File: src/rtl/spi_rx.sv
// SPI receiver: synchronises data/clock/select into clk_in and assembles serial bits into words.
// Build option SPI_RX_LSB_FIRST_EN: when defined, the first received bit lands in data_out[0].
module spi_rx #(
    parameter int DATA_WIDTH  = 8,
    parameter int SYNC_STAGES = 2
) (
    input  logic                  clk_in,
    input  logic                  rst_in,
    input  logic                  data_in,
    input  logic                  data_clk_in,
    input  logic                  sel_in,
    output logic [DATA_WIDTH-1:0] data_out,
    output logic                  new_data_out,
    output logic                  busy_out,
    output logic                  error_out
);

    localparam int CNT_W = $clog2(DATA_WIDTH);
    localparam logic [CNT_W-1:0] LAST_BIT = CNT_W'(DATA_WIDTH - 1);

    typedef enum logic {
        IDLE = 1'b0,
        RECV = 1'b1
    } state_t;

    logic [SYNC_STAGES-1:0] data_sync_q, data_sync_d;
    logic [SYNC_STAGES-1:0] clk_sync_q, clk_sync_d;
    logic [SYNC_STAGES-1:0] sel_sync_q, sel_sync_d;
    logic                   clk_prev_q, clk_prev_d;
    state_t                 state_q, state_d;
    logic [CNT_W-1:0]       bit_cnt_q, bit_cnt_d;
    logic [DATA_WIDTH-1:0]  shift_q, shift_d;
    logic [DATA_WIDTH-1:0]  word_q, word_d;
    logic                   word_vld_q, word_vld_d;
    logic [DATA_WIDTH-1:0]  data_q, data_d;
    logic                   new_data_q, new_data_d;
    logic                   busy_q, busy_d;
    logic                   error_q, error_d;

    logic                   data_s;
    logic                   clk_s;
    logic                   sel_s;
    logic                   rise;
    logic [DATA_WIDTH-1:0]  shift_next;

    assign data_s = data_sync_q[SYNC_STAGES-1];
    assign clk_s  = clk_sync_q[SYNC_STAGES-1];
    assign sel_s  = sel_sync_q[SYNC_STAGES-1];
    assign rise   = clk_s & ~clk_prev_q;

`ifdef SPI_RX_LSB_FIRST_EN
    assign shift_next = {data_s, shift_q[DATA_WIDTH-1:1]};
`else
    assign shift_next = {shift_q[DATA_WIDTH-2:0], data_s};
`endif

    always_comb begin
        data_sync_d = {data_sync_q[SYNC_STAGES-2:0], data_in};
        clk_sync_d  = {clk_sync_q[SYNC_STAGES-2:0], data_clk_in};
        sel_sync_d  = {sel_sync_q[SYNC_STAGES-2:0], sel_in};
        clk_prev_d  = clk_s;

        state_d    = state_q;
        bit_cnt_d  = bit_cnt_q;
        shift_d    = shift_q;
        word_d     = word_q;
        word_vld_d = 1'b0;
        data_d     = data_q;
        new_data_d = 1'b0;
        error_d    = 1'b0;

        // A completed word is published one cycle after its final bit is shifted in.
        if (word_vld_q) begin
            data_d     = word_q;
            new_data_d = 1'b1;
        end

        case (state_q)
            IDLE: begin
                if (!sel_s) begin
                    state_d   = RECV;
                    bit_cnt_d = '0;
                    shift_d   = '0;
                end
            end
            RECV: begin
                // Select release takes priority over a coincident clock edge.
                if (sel_s) begin
                    state_d   = IDLE;
                    error_d   = (bit_cnt_q != '0);
                    bit_cnt_d = '0;
                    shift_d   = '0;
                end else if (rise) begin
                    if (bit_cnt_q == LAST_BIT) begin
                        word_d     = shift_next;
                        word_vld_d = 1'b1;
                        bit_cnt_d  = '0;
                        shift_d    = '0;
                    end else begin
                        shift_d   = shift_next;
                        bit_cnt_d = bit_cnt_q + CNT_W'(1);
                    end
                end
            end
            default: begin
                state_d = IDLE;
            end
        endcase

        busy_d = (state_d == RECV);
    end

    always_ff @(posedge clk_in or posedge rst_in) begin
        if (rst_in) begin
            data_sync_q <= '0;
            clk_sync_q  <= '0;
            sel_sync_q  <= '1;
            clk_prev_q  <= 1'b0;
            state_q     <= IDLE;
            bit_cnt_q   <= '0;
            shift_q     <= '0;
            word_q      <= '0;
            word_vld_q  <= 1'b0;
            data_q      <= '0;
            new_data_q  <= 1'b0;
            busy_q      <= 1'b0;
            error_q     <= 1'b0;
        end else begin
            data_sync_q <= data_sync_d;
            clk_sync_q  <= clk_sync_d;
            sel_sync_q  <= sel_sync_d;
            clk_prev_q  <= clk_prev_d;
            state_q     <= state_d;
            bit_cnt_q   <= bit_cnt_d;
            shift_q     <= shift_d;
            word_q      <= word_d;
            word_vld_q  <= word_vld_d;
            data_q      <= data_d;
            new_data_q  <= new_data_d;
            busy_q      <= busy_d;
            error_q     <= error_d;
        end
    end

    assign data_out     = data_q;
    assign new_data_out = new_data_q;
    assign busy_out     = busy_q;
    assign error_out    = error_q;

endmodule

File: config.mk
export PLATFORM = sky130hd
export DESIGN_NAME = spi_rx
export DESIGN_NICKNAME = d
export VERILOG_FILES = /design/src/rtl/spi_rx.sv
export SDC_FILE = /design/constraint.sdc
export NUM_CORES = 1
export LEC_CHECK = 0
export CAP_MARGIN = 20
export CORE_ASPECT_RATIO = 0.5
export CORE_MARGIN = 5
export CORE_UTILIZATION = 54
export DETAILED_ROUTE_END_ITERATION = 16
export PLACE_DENSITY_LB_ADDON = 0.1
export SLEW_MARGIN = 0
export SYNTH_ARGS = -nofsm -noshare
export SYNTH_HDL_FRONTEND = slang
export SYNTH_SLANG_ARGS = --single-unit
File: constraint.sdc
create_clock -name clk_in -period 2.05 [get_ports clk_in]
set_clock_uncertainty 0.15 [all_clocks]
set_input_delay 0.3075 -clock clk_in [delete_from_list [all_inputs] [get_ports clk_in]]
set_output_delay 0.3075 -clock clk_in [all_outputs]
set_load 0.01 [all_outputs]
==> Word-level counts from Yosys, hierarchy flattened <==
Index checks and enable logic that the tools add are counted.
{ "word_totals": {"ff_bits": 37, "input_bits": 5, "elab_cells": 41} }
{ "op_classes": {"add_sub_neg": 1, "eq_ne": 3, "mux": 18, "n_bitwise": 4, "n_reduce_logical": 3} }
{ "ops": {"columns": ["cell", "count"], "rows": [
  ["2-to-1 mux 7 bit", 4],
  ["case mux 7 bit (2 select lines)", 1],
  ["2-to-1 mux 3 bit", 4],
  ["2-to-1 mux 1 bit", 8],
  ["case mux 3 bit (2 select lines)", 1],
  ["AND reduction 4 bit", 1],
  ["adder 3 x 1 -> 3 bit, second input constant", 1],
  ["== test 3 bit, second input constant", 1],
  ["!= test 3 x 2 -> 1 bit, second input constant", 1],
  ["NOT 1 bit", 3],
  ["nonzero test 3 bit", 1],
  ["!= test 2 bit, second input constant", 1],
  ["AND reduction 2 bit", 1],
  ["AND 1 bit", 1]
]} }

==> Longest topological paths before layout <==
Gate-level depths: netlist of the first run.
{ "logic_depth": {"ltp_word": 5, "ltp_mapped": 5, "ltp_nobuf": 5} }

==> Worst setup path before layout of the first run <==
Ideal clock, no wire load.
{ "synth_timing": {"path_type": "flip-flop to flip-flop", "startpoint": "register bit_cnt_q[0]", "endpoint": "register word_q[0]", "setup_ns": 0.125, "t_arrival_ns": 1.304, "slack_ns": 0.471, "path_stages_with_launch": 5, "n_path_buf": 0, "cell_sequence": "dfrtp_1 -> ha_1 -> ha_1 -> nand4b_4 -> mux2_2"} }
{ "synth_between": {"elab_chain_len": 2} }
{ "synth_lines": {"columns": ["item", "line", "rtl"], "rows": [
  ["start: declaration", "31", "logic [CNT_W-1:0] bit_cnt_q, bit_cnt_d;"],
  ["start signal: assignment", "134", "bit_cnt_q <= bit_cnt_d;"],
  ["== test 3 bit", "94", "if (bit_cnt_q == LAST_BIT) begin"],
  ["AND reduction 4 bit (no source line)", null, null],
  ["end signal: assignment", "136", "word_q <= word_d;"],
  ["end: declaration", "33", "logic [DATA_WIDTH-1:0] word_q, word_d;"]
]} }
Every way passes these cells.
A chain may end at the register's enable or synchronous reset.

==> Worst setup path in the final report of the first run <==
{ "layout_timing": {"startpoint": "register bit_cnt_q[0]", "endpoint": "register shift_q[1]"} }
{ "layout_between": {"elab_chain_len": 5} }
{ "layout_lines": {"columns": ["item", "line", "rtl"], "rows": [
  ["== test 3 bit", "94", null],
  ["2-to-1 mux 7 bit", "94", null],
  ["2-to-1 mux 7 bit", "93", "end else if (rise) begin"],
  ["2-to-1 mux 7 bit", "88", "if (sel_s) begin"],
  ["case mux 7 bit (2 select lines)", "78", "case (state_q)"],
  ["end signal: assignment", "135", "shift_q <= shift_d;"],
  ["end: declaration", "32", "logic [DATA_WIDTH-1:0] shift_q, shift_d;"]
]} }
Every way passes these cells. The select of a mux whose other input is x is not followed.

==> summary.md, run 1 <==
| Metric | Value |
|---|---|
| Crit path DAT | `1.85 ns` |
| Critical path capture point type | `flop` |
| Gates resized, CTS repair | `0` |
| Worst-skew pair later-pin latency | `0.28 ns` |
| Crit-path cells | `ha_1 > ha_1 > nor3b_2 > nand2_1 > mux2i_1` |
| Slowest-stage cell, CP | `nor3b_2` |
| Yosys cell types | `19` |
| Placed instance area | `1660 um^2` |
| Most used cell, CP | `ha_1` |
| Largest stage delay, worst path | `0.43 ns` |
| Routed WL per cell | `14.2 um` |
| Crit path max-delay family | `simple AND/OR/NAND/NOR gates` |
| Outcome | `finished, final reports clean` |
| DRT Wirelength | `2.29 mm` |
| Most common cell after layout, fill and taps aside | `dfrtp_1` |
| P per Cell Area | `777 nW/um^2` |
| VDD IR max | `0.445 mV` |
| Leak | `0.900 nW` |
| Chip height | `46.8 um` |
| First-pass GRT wire length | `3.88 mm` |
| Min-Delay Path Class | `flop to flop` |
| GRT Overall Usage | `0.137` |
| Largest net degree at the start of global routing | `38` |
| Hold path endpoint | `clk_sync_q[1]` |
| Post-route minimum period | `1.80 ns` |
| Post-DP HPWL | `1.59 mm` |
| Initial Util | `0.565` |
| DR vias/cell | `5.05` |
| RSZ-0062 raised after global routing | `no` |
| DRT Pass-1 Iters | `4` |
| WHS Path Cells | `0` |
| Crit start category | `flop` |
| Slew HR | `0.699` |
| Post-synth top area cell | `dfrtp_1` |
| Core area | `2590 um^2` |
| Filler cells | `186` |
| Crit Path Max Fanout | `7` |
| Port Buf Inserts | `15` |
| Hold Path Origin | `clk_sync_q[0]` |
| Max-cap violations | `0` |
| Syn Area/Cell | `14.5 um^2` |
| Antenna diodes | `0` |
| Pre-CTS WS | `0.278 ns` |
| Cell Area, Synth | `1460 um^2` |
| Post-CTS setup buffers | `0` |
| CTS Root Cell | `clkbuf_8` |
| Num CTS Buffers | `5` |
| Syn nets | `109` |
| Synth warnings | `0` |
| Initial antenna violation count | `0` |
| H-tree depth | `2` |
| Final setup violation count | `0` |
| Final ANT Viol Nets | `0` |
| Final Hold Fails | `0` |
| FF-to-FF path depth | `5` |
| FF-to-FF End | `shift_q[1]` |
| CTS tree | `built` |
| Post-Layout Inst Area | `1760 um^2` |
| Buf+Inv Stages, Crit Path | `0` |
| Tot Pwr | `0.00137 W` |
| Die area | `3910 um^2` |
| FF-to-FF setup slack | `0.25 ns` |
| Total Nets Final | `131` |
| Synth Instances | `101` |
| Yosys top cell area share | `0.600` |
| Commonest cells after routing, fill and taps aside | `dfrtp_1 (35), mux2_2 (16), clkdlybuf4s50_1 (15)` |
| Clock Sink Count | `37` |
| Setup ws final | `0.250 ns` |
| Largest cells by area after synthesis | `dfrtp_1 (60%), mux2_2 (12%), mux2i_1 (6.2%)` |
| DRC Markers | `0` |
| R2r startpoint | `bit_cnt_q[0]` |
| Worst Path Required | `2.10 ns` |
| Die Wd | `83.5 um` |
| Grt ovf | `0` |
| Vias in the first global route | `887` |
| Number of max-slew violations in the final report | `0` |
| Register area share after synthesis | `0.636` |
| Growth of design area from synthesis to finish | `20.7%` |
| CTS Hold Bufs | `0` |
| DR vias | `813` |
| Iter 0 DRT Violations | `17` |
| Final TNS setup | `0 ns` |
| Pin slew with the least headroom to its limit | `0.452 ns` |
| Bufs on Longest Clock Path | `2` |
| Clock transition at path regs | `0.07 ns` |
| Top-Level Pins | `16` |
| Kind of critical path | `flop to flop` |
| Fmax | `555 MHz` |
| Share of layout cells above drive strength 1 | `0.282` |
| GPL Wtd Cong | `0.734` |
| Yosys reg bits | `37` |
| Post-route clock period utilization | `0.878` |
| Cell row count | `13` |
-- per-stage QoR --
step / std cells / hold WS, ns / util
6_report: 161 / 0.202 / 0.681
5_1_grt: 161 / 0.208 / 0.681
4_1_cts: 161 / 0.202 / 0.681
3_5_place_dp: 153 / 0.188 / 0.642
3_3_place_gp: 153 / 0.183 / 0.642
2_1_floorplan: 101 / 0.162 / -
-- layer usage --
layer  global-route usage  up-vias  share of wire
li1                     -      374              -
met1                0.154      410           0.45
met2                0.232       19           0.47
met3               0.0543       10          0.046
met4               0.0865        0          0.031
met5                    0        -              0
-- power by group --
part / switching [W] / total [W] / internal, W
clock: 0.000237 / 0.000540 / 0.000303
combinational: 0.0000361 / 0.0000692 / 0.0000332
sequential: 0.0000133 / 0.000759 / 0.000746
total: 0.000286 / 0.00137 / 0.00108
-- final cells by class --
class	count	area [um^2]	share of cell area
clock buffer	7	96.3	0.0547
clock inverter	1	5.00	0.00284
inverter	13	48.8	0.0277
multi-input combinational	50	479	0.272
sequential	37	928	0.527
tap	37	46.3	0.0263
timing repair buffer	16	158	0.0895
-- cells in the mapped netlist, drive strengths merged --
| library cell | count |
|---|---|
| nor2b | 1 |
| ha | 3 |
| mux2i | 9 |
| dfstp | 2 |
| nor3b | 1 |
| nand2 | 10 |
| nand4b | 1 |
| dfrtp | 35 |
| inv | 13 |
| nand2b | 1 |
| or2b | 1 |
| a21oi | 2 |
| mux2 | 17 |
| o21ai | 2 |
| clkbuf | 1 |
| nor3 | 1 |
| and2b | 1 |
-- logic make-up after synthesis --
logic type                 after synthesis  synth area share
AOI/OAI and AO/OA                        4            0.0214
adders and majority gates                3            0.0257
buffers and inverters                   14            0.0360
DFF                                     37             0.636
muxes                                   26             0.195
and+or+nand+nor                         17            0.0857
-- state kept, by name, summed over array words and instances (netlist names) --
| register | flops |
|---|---|
| bit_cnt_q | 3 |
| busy_out | 1 |
| clk_prev_q | 1 |
| clk_sync_q | 2 |
| data_out | 8 |
| data_sync_q | 2 |
| error_out | 1 |
| new_data_out | 1 |
| sel_sync_q | 2 |
| shift_q | 7 |
| word_q | 8 |
| word_vld_q | 1 |
-- how the worst max path moves through the flow --
stage | from | endpoint | depth (start not counted)
5_1_grt | bit_cnt_q[0] | shift_q[1] | 5
2_1_floorplan | bit_cnt_q[0] | word_q[0] | 4
3_3_place_gp | bit_cnt_q[0] | shift_q[6] | 5
6_report | bit_cnt_q[0] | shift_q[1] | 5
4_1_cts | bit_cnt_q[0] | shift_q[1] | 5
3_5_place_dp | bit_cnt_q[0] | shift_q[1] | 5
Note: power is estimated with default switching activity, not from simulation.
==> run 2: changes to the inputs <==
- CAP_MARGIN: 20 -> 15
==> results of run 2 <==
The final DEF is identical to that of run 1; final timing and power are the same.
